===== src/rtl/dds_multi_profile_ctrl.sv =====
// Multi-channel DDS parameter controller: shadow/active double-buffered tone
// parameters with mask-atomic commits and a per-channel linear frequency ramp.
module dds_multi_profile_ctrl #(
    parameter int unsigned NUM_CH  = 4,
    parameter int unsigned FREQ_W  = 48,
    parameter int unsigned AMP_W   = 14,
    parameter int unsigned PHASE_W = 14
) (
    input  logic                        CLK100MHZ,
    input  logic                        reset,
    input  logic                        cmd_valid,
    output logic                        cmd_ready,
    input  logic [63:0]                 cmd_data,
    output logic [NUM_CH*FREQ_W-1:0]    freq,
    output logic [NUM_CH*AMP_W-1:0]     amp,
    output logic [NUM_CH*PHASE_W-1:0]   phase,
    output logic [NUM_CH*AMP_W-1:0]     amp_offset,
    output logic [NUM_CH*64-1:0]        time_offset,
    output logic [NUM_CH-1:0]           ramp_active,
    output logic [NUM_CH-1:0]           update_strobe,
    output logic                        cmd_error
);

    localparam int unsigned CNT_W = 32;
    localparam int unsigned TOFF_W = 64;

    localparam logic [3:0] OP_SET_FREQ       = 4'h0;
    localparam logic [3:0] OP_SET_AMP_PHASE  = 4'h1;
    localparam logic [3:0] OP_SET_AMP_OFFSET = 4'h2;
    localparam logic [3:0] OP_SET_TIME_OFF   = 4'h3;
    localparam logic [3:0] OP_SET_RAMP_STEP  = 4'h4;
    localparam logic [3:0] OP_SET_RAMP_COUNT = 4'h5;
    localparam logic [3:0] OP_COMMIT         = 4'h8;
    localparam logic [3:0] OP_RAMP_START     = 4'h9;
    localparam logic [3:0] OP_RAMP_STOP      = 4'hA;

    logic [3:0]        op;
    logic [3:0]        ch;
    logic [55:0]       payload;
    logic [NUM_CH-1:0] mask;
    logic              accept;
    logic              ch_op;
    logic              mask_op;
    logic              ch_ok;
    logic              legal;
    logic [NUM_CH-1:0] wr_sel;
    logic [NUM_CH-1:0] commit_sel;
    logic [NUM_CH-1:0] start_sel;
    logic [NUM_CH-1:0] stop_sel;

    logic [FREQ_W-1:0]  sh_freq  [NUM_CH];
    logic [AMP_W-1:0]   sh_amp   [NUM_CH];
    logic [PHASE_W-1:0] sh_phase [NUM_CH];
    logic [AMP_W-1:0]   sh_aoff  [NUM_CH];
    logic [TOFF_W-1:0]  sh_toff  [NUM_CH];
    logic [FREQ_W-1:0]  sh_step  [NUM_CH];
    logic [CNT_W-1:0]   sh_count [NUM_CH];

    logic [FREQ_W-1:0]  act_freq  [NUM_CH];
    logic [AMP_W-1:0]   act_amp   [NUM_CH];
    logic [PHASE_W-1:0] act_phase [NUM_CH];
    logic [AMP_W-1:0]   act_aoff  [NUM_CH];
    logic [TOFF_W-1:0]  act_toff  [NUM_CH];
    logic [FREQ_W-1:0]  act_step  [NUM_CH];
    logic [CNT_W-1:0]   act_count [NUM_CH];

    // Command decode into per-channel select vectors; illegal commands select nothing.
    always_comb begin
        op         = cmd_data[63:60];
        ch         = cmd_data[59:56];
        payload    = cmd_data[55:0];
        mask       = payload[NUM_CH-1:0];
        accept     = cmd_valid && cmd_ready;
        ch_op      = (op <= OP_SET_RAMP_COUNT);
        mask_op    = (op == OP_COMMIT) || (op == OP_RAMP_START) || (op == OP_RAMP_STOP);
        ch_ok      = ({1'b0, ch} < 5'(NUM_CH));
        legal      = (ch_op && ch_ok) || (mask_op && (mask != '0));
        wr_sel     = '0;
        commit_sel = '0;
        start_sel  = '0;
        stop_sel   = '0;
        for (int k = 0; k < NUM_CH; k++) begin
            wr_sel[k]     = accept && legal && ch_op && (ch == 4'(k));
            commit_sel[k] = accept && legal && (op == OP_COMMIT) && mask[k];
            start_sel[k]  = accept && legal && (op == OP_RAMP_START) && mask[k];
            stop_sel[k]   = accept && legal && (op == OP_RAMP_STOP) && mask[k];
        end
    end

    always_ff @(posedge CLK100MHZ) begin
        if (reset) begin
            cmd_ready     <= 1'b0;
            cmd_error     <= 1'b0;
            update_strobe <= '0;
            ramp_active   <= '0;
            for (int k = 0; k < NUM_CH; k++) begin
                sh_freq[k]   <= '0;
                sh_amp[k]    <= '0;
                sh_phase[k]  <= '0;
                sh_aoff[k]   <= '0;
                sh_toff[k]   <= '0;
                sh_step[k]   <= '0;
                sh_count[k]  <= '0;
                act_freq[k]  <= '0;
                act_amp[k]   <= '0;
                act_phase[k] <= '0;
                act_aoff[k]  <= '0;
                act_toff[k]  <= '0;
                act_step[k]  <= '0;
                act_count[k] <= '0;
            end
        end else begin
            cmd_ready <= 1'b1;
            cmd_error <= accept && !legal;
            for (int k = 0; k < NUM_CH; k++) begin
                update_strobe[k] <= 1'b0;
                if (wr_sel[k]) begin
                    case (op)
                        OP_SET_FREQ:       sh_freq[k]  <= payload[FREQ_W-1:0];
                        OP_SET_AMP_PHASE: begin
                            sh_amp[k]   <= AMP_W'(payload[27:14]);
                            sh_phase[k] <= PHASE_W'(payload[13:0]);
                        end
                        OP_SET_AMP_OFFSET: sh_aoff[k]  <= AMP_W'(payload[13:0]);
                        OP_SET_TIME_OFF:   sh_toff[k]  <= {8'h00, payload};
                        OP_SET_RAMP_STEP:  sh_step[k]  <= payload[FREQ_W-1:0];
                        OP_SET_RAMP_COUNT: sh_count[k] <= payload[CNT_W-1:0];
                        default: ;
                    endcase
                end
                // Mask commands take priority over this edge's ramp increment.
                if (commit_sel[k]) begin
                    act_freq[k]      <= sh_freq[k];
                    act_amp[k]       <= sh_amp[k];
                    act_phase[k]     <= sh_phase[k];
                    act_aoff[k]      <= sh_aoff[k];
                    act_toff[k]      <= sh_toff[k];
                    act_count[k]     <= '0;
                    ramp_active[k]   <= 1'b0;
                    update_strobe[k] <= 1'b1;
                end else if (start_sel[k] && (sh_count[k] != '0)) begin
                    act_step[k]    <= sh_step[k];
                    act_count[k]   <= sh_count[k];
                    ramp_active[k] <= 1'b1;
                end else if (stop_sel[k]) begin
                    act_count[k]   <= '0;
                    ramp_active[k] <= 1'b0;
                end else if (act_count[k] != '0) begin
                    act_freq[k]      <= act_freq[k] + act_step[k];
                    act_count[k]     <= act_count[k] - CNT_W'(1);
                    ramp_active[k]   <= (act_count[k] != CNT_W'(1));
                    update_strobe[k] <= 1'b1;
                end
            end
        end
    end

    for (genvar k = 0; k < NUM_CH; k++) begin : g_out
        assign freq[k*FREQ_W +: FREQ_W]        = act_freq[k];
        assign amp[k*AMP_W +: AMP_W]           = act_amp[k];
        assign phase[k*PHASE_W +: PHASE_W]     = act_phase[k];
        assign amp_offset[k*AMP_W +: AMP_W]    = act_aoff[k];
        assign time_offset[k*TOFF_W +: TOFF_W] = act_toff[k];
    end

endmodule

===== config.mk =====
export PLATFORM = sky130hd
export DESIGN_NAME = dds_multi_profile_ctrl
export DESIGN_NICKNAME = d
export VERILOG_FILES = /design/src/rtl/dds_multi_profile_ctrl.sv
export SDC_FILE = /design/constraint.sdc
export NUM_CORES = 2
export LEC_CHECK = 0
export ABC_AREA = 1
export CAP_MARGIN = 40
export CORE_UTILIZATION = 30
export DETAILED_ROUTE_END_ITERATION = 12
export PLACE_DENSITY = 0.54
export SKIP_LAST_GASP = 1
export SLEW_MARGIN = 20
export SYNTH_ARGS = -nofsm -noshare
export SYNTH_HDL_FRONTEND = slang
export SYNTH_SLANG_ARGS = --single-unit

===== constraint.sdc =====
create_clock -name CLK100MHZ -period 9.8 [get_ports CLK100MHZ]
set_input_delay 1.96 -clock CLK100MHZ [delete_from_list [all_inputs] [get_ports CLK100MHZ]]
set_output_delay 1.96 -clock CLK100MHZ [all_outputs]
set_load 0.01 [all_outputs]

==> results.tsv <==
stage	metric	value	unit
global_route	antenna_found_initial	38	
placement	dpl.cell_count	14133	
final_layout	final_cell_area	0.108	mm²
critical_path	slowest_delay	0.65	ns
synthesis	synth_edf_count	1808	
global_route	grt_max_degree	70	
power_and_ir_drop	p_leak	46.5	nW
final_layout	fillers	29749	
clock_network	cts_setup_buffers	0	
critical_path	cp_data_required_time	10.38	ns
clock_network	cts_tree	yes	
clock_network	cts_buffer_depth	4	
min_path	hp-start	sh_freq[3][10]	
route	ant_nets	0	
synthesis	syn_area_per_cell	9.15	µm²
timing	whs	0.481	ns
route	drtIter0Drc	6368	
placement	gp_congestion	0.951	
clock_network	cts_made_buffers	210	
synthesis	async_flop_share	0	
critical_path	critPathBufInv	4	
floorplanning	core	0.294	mm²
timing	max_clock_freq	179	MHz
route	drc	66	
run_status	violations	design-rule violations	
critical_path	crit_arrival	6.18	ns
synthesis	synthMostInstantiatedCell	nor2_1	
clock_network	cts_hold_buf	0	
critical_path	crit_slowest_cell	nand2_4	
route	vias	67531	
clock_network	clkTransAtPathRegs	0.06	ns
synthesis	synth_seq_cells	1818	
route	avgViaCountPerCell	4.64	
global_route	grt_util_all_layers	0.224	
clock_network	insertion_delay	0.91	ns
clock_network	clock_sinks	1818	
critical_path	crit_start	cmd_data[58]	
final_layout	fin_nets	10712	
floorplanning	pin_count	693	
timing	fin_crit	5.59	ns
floorplanning	rows	199	
run_status	outcome	complete, but fails checks	
synthesis	synth_common_cells	nor2_1, nand2_1, edfxtp_1, inv_1, nand3_1	
global_route	overflow	0	
placement	port_buffers	660	
timing	worstMarginPinSlew	0.898	ns
synthesis	yosysWarnings	0	
critical_path	crit_family	simple AND/OR/NAND/NOR gates	
floorplanning	dieArea	0.298	mm²
timing	hold_violations	0	
power_and_ir_drop	p_per_area	192	mW/mm²
clock_network	cts-root-buf	clkbuf_16	
timing	rsz0062_at_grt	no	
placement	dp_hpwl	240000	µm
synthesis	synth_cells	9711	
timing	slew_viol_final	0	
placement	place_area	0.101	mm²
final_layout	drive_above_1_share	0.0553	
synthesis	synthesis.area	0.0888	mm²
global_route	grt_pass1_wl	481000	µm
route	drt_pre_antenna_iters	11	
critical_path	worstSetupPathType	in2reg	
synthesis	synth_ff_type	edfxtp_1	
global_route	grt_pass1_vias	65618	
floorplanning	die_y	546	µm
power_and_ir_drop	vdd.ir_drop.worst	0.000138	V
route	drt-total-wl	341000	µm
timing	fin_crit_sh	0.571	
power_and_ir_drop	power.total	20.7	mW
final_layout	multi_input_comb_area	0.0266	mm²
synthesis	synth_top_cell_by_area	edfxtp_1	
floorplanning	die_x	546	µm
timing	slew_headroom	0.402	
min_path	hold_path.class	reg2reg	
timing	fin_setup_tns	0	ns
critical_path	r2r_start	cmd_ready	
final_layout	synthToLayoutAreaGrowth	21.9	%
clock_network	htree_levels	4	
synthesis	synth.distinct_cells	42	
route	wire_per_inst	23.4	µm
floorplanning	initial_core_util	0.302	
flow_run	drv_cap	0	
clock_network	cts_resized	0	
final_layout	regArea	0.0545	mm²
timing	finalSetupViolCount	0	
critical_path	path_cells	clkdlybuf4s50_1 > nor2_1 > nand2_1 > a21oi_4 > nand3_1 > nand2_4 > inv_1 > nand3_2 > buf_4 > nand4_1 > buf_4	
synthesis	ys_top_cells_by_area	edfxtp_1, nor2_1, nand2_1, inv_1, ha_1	
synthesis	yosysSeqAreaShare	0.613	
critical_path	end_kind	register	
final_layout	stdcell_count	14545	
critical_path	worstSetupStartpointType	input pin	
critical_path	critPathMostFrequentCell	buf_4	
synthesis	synth_top_area_share	0.611	
critical_path	critPathMaxFanout	46	
timing	clock_skew	0.0745	ns
==> cell usage in the layout (no fill, tap or decap), types with 9 or more instances in the layout <==
master	instances
o22ai_1	30
nor3_1	44
nand3_2	20
clkinv_1	41
xnor2_1	121
clkbuf_16	213
ha_1	200
nand3_1	308
edfxtp_1	1808
clkbuf_1	56
nor2_1	2181
buf_12	21
xor2_1	72
o21bai_1	15
diode_2	13
clkinv_2	40
nand3b_1	25
a21oi_1	158
o21ai_1	9
inv_1	1761
nand4_1	111
o21ai_0	199
or2_2	10
buf_4	109
clkdlybuf4s50_1	660
buf_16	31
conb_1	32
nor4_1	17
inv_2	37
nand2_1	2139
dfxtp_1	10
bufinv_16	14
o21ai_4	17
==> final timing paths <==
check                         end  slack (ns)  cells past startpoint
hold reg to reg   act_freq[3][10]        0.48                      2
setup reg to reg  act_count[2][4]        5.73                      9
setup / recovery  act_count[2][4]        4.21                     11
hold / removal    act_freq[3][10]        0.48                      2
==> registers in the layout, summed over array words and instances, names as in the netlist, 56 cells and up <==
signal / flops
act_toff: 224
sh_toff: 224
act_freq: 192
act_step: 192
sh_freq: 192
sh_step: 192
act_count: 128
sh_count: 128
act_amp: 56
act_aoff: 56
act_phase: 56
sh_amp: 56
sh_aoff: 56
sh_phase: 56
==> through the flow <==
step,util,worst slack (ns)
3_5_place_dp,0.344,2.74
2_1_floorplan,-,2.18
4_1_cts,0.367,3.68
3_3_place_gp,0.340,2.76
5_1_grt,0.368,4.08
6_report,0.368,4.21
==> cell families (layout without fill, tap and decap cells) <==
| logic type | after synthesis | in the layout | share of synthesized area |
|---|---|---|---|
| adders and majority gates | 204 | 204 | 0.0291 |
| buffers and inverters | 2151 | 3022 | 0.0930 |
| other | 1 | 45 | 0.0000422 |
| and+or+nand+nor | 4895 | 4895 | 0.219 |
| AOI/OAI and AO/OA | 449 | 449 | 0.0267 |
| xor gates and xnor gates | 193 | 193 | 0.0190 |
| DFF | 1818 | 1818 | 0.613 |
==> power by group <==
part           leakage [nW]  switching, mW  internal (mW)  total (mW)
registers              19.3          0.386           9.03        9.41
logic                  24.1           2.34           1.24        3.58
clock network          3.22           3.36           4.39        7.75
==> final cells by class <==
cell class                      count  share of cell area
Clock buffer                      270              0.0513
Tap cell                         3919              0.0453
Clock inverter                    114              0.0102
Multi-Input combinational cell   5773               0.246
Timing Repair Buffer              828              0.0812
Sequential cell                  1818               0.503
Inverter                         1810              0.0629
Antenna cell                       13            0.000300
==> worst register-to-register path: stages, from the launching register on <==
cell	delay [ns]
dfxtp_1	0.49
nand2_1	0.22
a21oi_4	0.25
nand3_1	0.23
nand2_4	0.65
inv_1	0.21
nand3_2	0.10
buf_4	0.52
nand4_1	0.61
buf_4	0.44
==> layer usage <==
metal | part of all wire | vias up | track usage | wire length, µm
li1 | - | 31995 | - | -
met1 | 0.44 | 32949 | 0.299 | 149000
met2 | 0.46 | 2232 | 0.360 | 156000
met3 | 0.080 | 341 | 0.0544 | 27400
met4 | 0.026 | 14 | 0.0611 | 9020
met5 | 0.00030 | - | 0 | 102
No activity file was read; power rests on OpenSTA's default activity.
